`src/rtl/logic_result_buffer_pkg.sv`:
```
// Shared types for the logic-unit result buffer.
//   LRB_WIDTH      : default data width of a logic result
//   result_flags_t : status flags derived from a result {zero, neg, parity}
//   result_entry_t : one stored FIFO entry {data, flags}
//   occ_state_t    : occupancy state of the buffer
package logic_result_buffer_pkg;

    localparam int LRB_WIDTH = 32;

    typedef struct packed {
        logic zero;
        logic neg;
        logic parity;
    } result_flags_t;

    typedef struct packed {
        logic [LRB_WIDTH-1:0] data;
        result_flags_t        flags;
    } result_entry_t;

    typedef enum logic [1:0] {
        OCC_EMPTY   = 2'd0,
        OCC_PARTIAL = 2'd1,
        OCC_FULL    = 2'd2
    } occ_state_t;

endpackage

```
`src/rtl/logic_result_buffer_if.sv`:
```
// Handshake bundle between the logic unit, the result buffer and the consumer.
//   in_valid/in_data/in_ready           : upstream push channel
//   out_valid/out_ready/out_data/flags  : downstream pop channel
//   slave  : the buffer side
//   master : the environment side (logic unit + consumer)
interface logic_result_buffer_if #(
    parameter int WIDTH = 32
);
    logic             in_valid;
    logic [WIDTH-1:0] in_data;
    logic             in_ready;
    logic             out_valid;
    logic             out_ready;
    logic [WIDTH-1:0] out_data;
    logic             out_zero;
    logic             out_neg;
    logic             out_parity;

    modport slave (
        input  in_valid, in_data, out_ready,
        output in_ready, out_valid, out_data, out_zero, out_neg, out_parity
    );

    modport master (
        output in_valid, in_data, out_ready,
        input  in_ready, out_valid, out_data, out_zero, out_neg, out_parity
    );
endinterface

```
`src/rtl/result_flag_gen.sv`:
```
// Combinational status-flag generator for a logic-unit result.
//   in_data : result word
//   flags   : zero (word == 0), neg (MSB), parity (1 = odd number of ones)
module result_flag_gen
    import logic_result_buffer_pkg::*;
#(
    parameter int WIDTH = LRB_WIDTH
) (
    input  logic [WIDTH-1:0] in_data,
    output result_flags_t    flags
);

    always_comb begin
        flags        = '0;
        flags.zero   = ~|in_data;
        flags.neg    = in_data[WIDTH-1];
        flags.parity = ^in_data;
    end

endmodule

```
`src/rtl/logic_result_buffer.sv`:
```
// Registered output stage after the bitwise logic unit.
// Results are pushed with precomputed flags into a DEPTH-entry FIFO and
// delivered through a valid/ready handshake; popped results are counted.
//   clk   : system clock
//   reset : synchronous, active-high
//   bus   : handshake bundle (slave side)
//   count : results popped since reset, wraps at 2^CNT_W
//
// state       | meaning
// OCC_EMPTY   | no entries; out_valid low, in_ready high
// OCC_PARTIAL | 0 < occupancy < DEPTH; both valid and ready high
// OCC_FULL    | occupancy == DEPTH; in_ready low
module logic_result_buffer
    import logic_result_buffer_pkg::*;
#(
    parameter int WIDTH = LRB_WIDTH,
    parameter int DEPTH = 2,
    parameter int CNT_W = 16
) (
    input  logic                  clk,
    input  logic                  reset,
    logic_result_buffer_if.slave  bus,
    output logic [CNT_W-1:0]      count
);

    localparam int PTR_W = $clog2(DEPTH);
    localparam int OCC_W = $clog2(DEPTH + 1);
    localparam logic [OCC_W-1:0] FULL_LVL = OCC_W'(DEPTH);

    logic [WIDTH-1:0] mem_data  [DEPTH];
    result_flags_t    mem_flags [DEPTH];

    logic [PTR_W-1:0] wr_ptr;
    logic [PTR_W-1:0] rd_ptr;
    logic [OCC_W-1:0] occ;
    logic [OCC_W-1:0] occ_next;
    occ_state_t       state;

    result_flags_t    in_flags;
    result_flags_t    head_flags;
    logic             out_valid_i;
    logic             in_ready_i;
    logic             push;
    logic             pop;

    result_flag_gen #(.WIDTH(WIDTH)) u_flag_gen (
        .in_data (bus.in_data),
        .flags   (in_flags)
    );

    // Handshake qualifiers depend only on the registered state (plus reset,
    // which keeps in_ready low during the reset cycles themselves).
    assign out_valid_i = (state != OCC_EMPTY);
    assign in_ready_i  = !reset && (state != OCC_FULL);
    assign push        = bus.in_valid && in_ready_i;
    assign pop         = out_valid_i && bus.out_ready;

    always_comb begin
        occ_next = occ;
        case ({push, pop})
            2'b10:   occ_next = occ + OCC_W'(1);
            2'b01:   occ_next = occ - OCC_W'(1);
            default: occ_next = occ;
        endcase
    end

    always_ff @(posedge clk) begin
        if (reset) begin
            wr_ptr <= '0;
            rd_ptr <= '0;
            occ    <= '0;
            state  <= OCC_EMPTY;
            count  <= '0;
        end else begin
            if (push) begin
                wr_ptr <= wr_ptr + PTR_W'(1);
            end
            if (pop) begin
                rd_ptr <= rd_ptr + PTR_W'(1);
                count  <= count + CNT_W'(1);
            end
            occ <= occ_next;
            if (occ_next == '0) begin
                state <= OCC_EMPTY;
            end else if (occ_next == FULL_LVL) begin
                state <= OCC_FULL;
            end else begin
                state <= OCC_PARTIAL;
            end
        end
    end

    // Storage is not cleared by reset; stale entries are unreachable because
    // occupancy is zeroed and the outputs are gated by out_valid.
    always_ff @(posedge clk) begin
        if (push) begin
            mem_data[wr_ptr]  <= bus.in_data;
            mem_flags[wr_ptr] <= in_flags;
        end
    end

    assign head_flags     = mem_flags[rd_ptr];
    assign bus.in_ready   = in_ready_i;
    assign bus.out_valid  = out_valid_i;
    assign bus.out_data   = out_valid_i ? mem_data[rd_ptr] : '0;
    assign bus.out_zero   = out_valid_i & head_flags.zero;
    assign bus.out_neg    = out_valid_i & head_flags.neg;
    assign bus.out_parity = out_valid_i & head_flags.parity;

endmodule

```
`src/flat_wrapper.sv`:
```
// flat-port wrapper written by rule: the top's interface ports become plain ports
module logic_result_buffer_flat import logic_result_buffer_pkg::*;
#(
    parameter int WIDTH = LRB_WIDTH,
    parameter int DEPTH = 2,
    parameter int CNT_W = 16
)
  (clk, reset, count, bus_in_valid, bus_in_data, bus_out_ready, bus_in_ready, bus_out_valid, bus_out_data, bus_out_zero, bus_out_neg, bus_out_parity);
  logic_result_buffer_if #(.WIDTH(WIDTH)) bus_i ();
  input  logic clk;
  input  logic reset;
  output logic [CNT_W-1:0] count;
  input wire logic [$bits(bus_i.in_valid)-1:0] bus_in_valid;
  input wire logic [$bits(bus_i.in_data)-1:0] bus_in_data;
  input wire logic [$bits(bus_i.out_ready)-1:0] bus_out_ready;
  output wire logic [$bits(bus_i.in_ready)-1:0] bus_in_ready;
  output wire logic [$bits(bus_i.out_valid)-1:0] bus_out_valid;
  output wire logic [$bits(bus_i.out_data)-1:0] bus_out_data;
  output wire logic [$bits(bus_i.out_zero)-1:0] bus_out_zero;
  output wire logic [$bits(bus_i.out_neg)-1:0] bus_out_neg;
  output wire logic [$bits(bus_i.out_parity)-1:0] bus_out_parity;
  assign bus_i.in_valid = bus_in_valid;
  assign bus_i.in_data = bus_in_data;
  assign bus_i.out_ready = bus_out_ready;
  assign bus_in_ready = bus_i.in_ready;
  assign bus_out_valid = bus_i.out_valid;
  assign bus_out_data = bus_i.out_data;
  assign bus_out_zero = bus_i.out_zero;
  assign bus_out_neg = bus_i.out_neg;
  assign bus_out_parity = bus_i.out_parity;
  logic_result_buffer #(.WIDTH(WIDTH), .DEPTH(DEPTH), .CNT_W(CNT_W)) u_core (.clk(clk), .reset(reset), .bus(bus_i), .count(count));
endmodule
```
`config.mk`:
```
export PLATFORM = sky130hd
export DESIGN_NAME = logic_result_buffer_flat
export DESIGN_NICKNAME = d
export VERILOG_FILES = /design/src/rtl/logic_result_buffer_pkg.sv /design/src/rtl/logic_result_buffer_if.sv /design/src/rtl/result_flag_gen.sv /design/src/rtl/logic_result_buffer.sv /design/src/flat_wrapper.sv
export SDC_FILE = /design/constraint.sdc
export NUM_CORES = 1
export LEC_CHECK = 0
export CORE_MARGIN = 2
export CORE_UTILIZATION = 30
export CTS_BUF_LIST = sky130_fd_sc_hd__clkbuf_16
export DETAILED_ROUTE_END_ITERATION = 10
export HOLD_SLACK_MARGIN = 0.08
export SYNTH_ARGS = -nofsm -noshare
export SYNTH_HDL_FRONTEND = slang
export SYNTH_SLANG_ARGS = --single-unit
```
`constraint.sdc`:
```
create_clock -name clk -period 7.36 [get_ports clk]
set_input_delay 1.472 -clock clk [delete_from_list [all_inputs] [get_ports clk]]
set_output_delay 1.472 -clock clk [all_outputs]
set_load 0.1 [all_outputs]
```
After elaboration in Yosys (flattened, before gate mapping)
Memories as Yosys holds them, arrays and structs flattened. A register that Yosys moved wholly into a read port is not among the register bits. Index checks and enable logic that the tools add are counted.

Logic and storage cells: 38. RAM bits: 70. Memories kept: 2. Register bits after elaboration: 22.

Memory list: u_core.mem_data (words 2, width 32, rd ports 1, clocked after memory_dff 1, write ports 1, line logic_result_buffer.sv:30) `logic [WIDTH-1:0] mem_data [DEPTH];`; u_core.mem_flags (words 2, width 3, rd ports 1, clocked after memory_dff 1, write ports 1, line logic_result_buffer.sv:31) `result_flags_t mem_flags [DEPTH];`.

Eq/ne operators: 4. Reductions and logical operators: 10. Multiplexer cells: 9. Add/sub/neg operators: 5. Bitwise operators: 3.

Operator list (number): $mux 32 (1); $reduce_or 32->1 (1); $reduce_xor 32->1 (1); $add 16x1->16 const B (1); $mux 1 (6); $eq 2x2->1 const B (2); $pmux 2 s2 (1); $and 1x1->1 (3); $logic_and 1x1->1 (3); $add 1x1->1 const B (2); $add 2x1->2 const B (1); $eq 2x1->1 const B (1); $logic_not 1->1 (2); $logic_not 2->1 (1); $mux 2 (1); $ne 2x2->1 const B (1); $reduce_bool 2->1 (1); $reduce_or 2->1 (1); $sub 2x1->2 const B (1).

Logic depth before layout (Yosys ltp)
Depth after elaboration: 7. Gate-level depth with buffers: 7.

Modules after synthesis
Synthesis repeated with hierarchy kept, for this count alone.

Cells, all modules: 325. Area total of the unflattened synthesis: 4106.4 µm².

Modules (own cells, without submodules): logic_result_buffer (cells an instance 256, area an instance 3616.0 µm², seq. area each 2562.5 µm², times used 1); result_flag_gen (cells an instance 69, area an instance 490.5 µm², seq. area each 0.0 µm², times used 1).

Worst setup path before layout
Ideal clock, no wire load.

Kind: reg2out. Start point: register (tool-made name). End point: output port bus_out_data[31]. Data required time: 5.888 ns. Path slack: 3.454 ns. Arrival time: 2.434 ns. Stages on the path, launching flop included: 5. Cell sequence: dfxtp_1 > clkbuf_1 > mux2i_1 > nor2_1 > buf_4.

RTL lines: end, declared (line flat_wrapper.sv:18) `output wire logic [$bits(bus_i.out_data)-1:0] bus_out_data;`.

Worst setup path after layout
Start point: input port reset. End point: output port bus_in_ready.

Longest elaborated chain between the ends: 2.

RTL lines: start, declared (line flat_wrapper.sv:11) `input logic reset;`; $logic_not 1->1 (line logic_result_buffer.sv:54) `assign in_ready_i = !reset && (state != OCC_FULL);`; $logic_and 1x1->1 (line logic_result_buffer.sv:54); end, declared (line flat_wrapper.sv:16) `output wire logic [$bits(bus_i.in_ready)-1:0] bus_in_ready;`.

Every way passes these cells.

==> results.cfg <==
[synth]
synthDistinctLibCells = 31
syn_area_sq_um = 4020
synth_top_area_share_pct = 50.7
yosysTopAreaCell = edfxtp_1
syn-num-nets = 378
ys_seq_elements = 91
synth.area.top_cells = edfxtp_1, dfxtp_1, mux2i_1, ha_1, nor2_1
synth-edff-count = 68
seq_area_frac_synth_pct = 62.2
yosysMostFrequentCell = edfxtp_1
yosys_warnings = 0
avgSynthCellArea_sq_um = 12.4
synth-main-ff-cell = edfxtp_1
synthTopCellsByCount = edfxtp_1, nor2_1, inv_1, mux2i_1, dfxtp_1
synthCells = 324
async_flop_share_pct = 0

[placement]
place_ws_ps = 2010
hpwl_um = 5550
place_area_sq_um = 5100
io_buffers = 88
gp_congestion = 0.715

[final_layout]
syn_to_final_growth_pct = 33.0
drive_gt1_share_pct = 4.56
final.fill_count = 1266
fin_nets = 466
ff_latch_area_sq_um = 2500
multi_input_area_sq_um = 1340
fin_area_sq_um = 5350
diodes = 0

[clocking]
cts_tree = built
clk_pin_slew_ps = 60
cts-buffers-inserted = 9
cts_resized = 0
cts_hold_buf = 0
cts_root_buf = clkbuf_16
htreeDepth = 3
cts.path.max_buffers = 2
cts_setup_buffers = 0
cts_sinks = 91
clk_latency_ps = 330

[floorplanning]
dieArea_sq_um = 14400
start_util_pct = 30.5
pin_count = 89
core_area_sq_um = 13200
chipWidth_um = 120
die_h_um = 120
row_count = 42

[grt]
grt_util_met3_pct = 4.04
grt.total_usage_pct = 12.0
use_met1_pct = 14.5
antenna_found_initial = 1
grt-busiest-layer = met2
use_met2_pct = 19.5
grt_remaining_overflow = 0
grt_max_degree = 36
first_global_vias = 2556
grt_pass1_wl_um = 13200

[pwr]
power_mw = 2.15
clkPwrFrac_pct = 18.6
p_leak_nw = 1.93
p_int_mw = 1.10
comb_power_share_pct = 50.8
seq_power_share_pct = 30.7
powerDensity_nw_per_um2 = 401
power_switching_mw = 1.05
ir_worst_vdd_mv = 0.159
p_sw_share_pct = 48.8

[setup_path]
criticalPathCategory = in -> out
cpMostUsedCell = clkdlybuf4s50_1
crit_arrival_ps = 3830
cp_max_fo = 22
cp_cell_sequence = clkdlybuf4s50_1 > inv_1 > o21a_1 > clkdlybuf4s50_1
start_kind = input port
required_ps = 5890
path_buf_inv = 3
crit_path_end_kind = output pin
crit_slowest_cell = clkdlybuf4s50_1
cpPeakStageDelay_ps = 1120
cpLargestDelayFamily = buffers and inverters

[sta]
hold_viol = 0
fin_skew_ps = 6.98
fin_ws_ps = 2060
post-route-min-period_ps = 5300
setup_violations = 0
slew_headroom_pct = 25.9
holdWs_ps = 498
rsz0062_at_grt = no
max_clock_freq_ghz = 0.189
worst_pin_slew_ps = 1110
period_share_pct = 72.0
maxSlewViolCount = 0
setup_tns_ps = 0

[run]
cap_violations = 0

[routing]
drc_errors = 0
drt_iter0_drc = 106
final_antenna_net_count = 0
vias = 2562
avgViaCountPerCell = 4.32
drt-total-wl_um = 8130
firstDrtPassIters = 4
drt-wirelength-per-cell_um = 13.7

[min_path]
hp-class = reg -> reg

[outcome]
outcome = completed
## cell families after synthesis
| group | synth area share (%) |
|---|---|
| flip-flops | 62.2 |
| AND/OR/NAND/NOR | 9.61 |
| buffers and inverters | 4.88 |
| multiplexers | 8.71 |
| XOR/XNOR | 6.53 |
| adder cells (fa/ha/maj) | 5.60 |
| AO/OA/AOI/OAI | 2.49 |
## per-stage QoR
| step | cells | utilization [%] |
|---|---|---|
| 2_1_floorplan | 324 | - |
| 3_3_place_gp | 577 | 38.6 |
| 3_5_place_dp | 577 | 38.6 |
| 4_1_cts | 593 | 40.6 |
| 5_1_grt | 593 | 40.6 |
| 6_report | 593 | 40.6 |
## sequential cells by signal, summed over array words and instances (netlist names), named ones only
name and cells:
u_core.occ 2, u_core.mem_flags 6, u_core.rd_ptr 1, u_core.wr_ptr 1, u_core.count 16, u_core.mem_data 62
u_core.state 2
## worst reg2reg max path, stage by stage (launching register included)
cell      delay, ps
dfxtp_1         440
o211ai_1        310
nor2_4          900
## worst paths after layout
check | from | end | slack, ps | cells past startpoint
setup reg to reg | u_core.state[0] | u_core.mem_data[1][1] | 5300 | 2
hold reg to reg | u_core.count[15] | u_core.count[15] | 500 | 2
setup / recovery | reset | bus_in_ready | 2060 | 4
hold / removal | u_core.count[15] | u_core.count[15] | 500 | 2
## layout make-up
cell class                      instances  area share [%]
Timing Repair Buffer                   89            16.6
Clock buffer                            9            4.21
Multi-Input combinational cell        183            25.1
Clock inverter                          7           0.561
Sequential cell                        91            46.8
Inverter                               38            2.66
Tap cell                              176            4.11
## power groups by stage
stage               Combinational, mW  Sequential [mW]  Clock (mW)
global placement                 1.10            0.671           0
CTS                              1.11            0.661       0.410
global route                     1.14            0.667       0.432
floorplan                       0.869            0.648           0
detailed placement               1.10            0.672           0
finish                           1.09            0.658       0.398
## layer usage
metal / wire length [um] / up-vias
li1: - / 1289
met1: 3610 / 1194
met2: 3910 / 66
met3: 490 / 11
met4: 107 / 2
met5: 13 / -
## layout by cell type, fill, tap and decap left out, types with 2 or more instances in the layout
| master | instances |
|---|---|
| mux2i_1 | 35 |
| nor2_4 | 2 |
| or4_1 | 2 |
| xnor2_1 | 22 |
| nand2_1 | 4 |
| clkinv_2 | 3 |
| edfxtp_1 | 68 |
| inv_1 | 41 |
| ha_1 | 18 |
| xor2_1 | 8 |
| and3_1 | 3 |
| and2_1 | 2 |
| dfxtp_1 | 22 |
| a21oi_1 | 5 |
| clkbuf_16 | 9 |
| o21ai_0 | 3 |
| o21a_1 | 2 |
| nor3_1 | 2 |
| or3_1 | 3 |
| nor2_1 | 50 |
| clkdlybuf4s50_1 | 88 |
| nand3_1 | 5 |
| o31ai_1 | 2 |
| nand4_1 | 7 |
(Power assumes the default switching activity.)
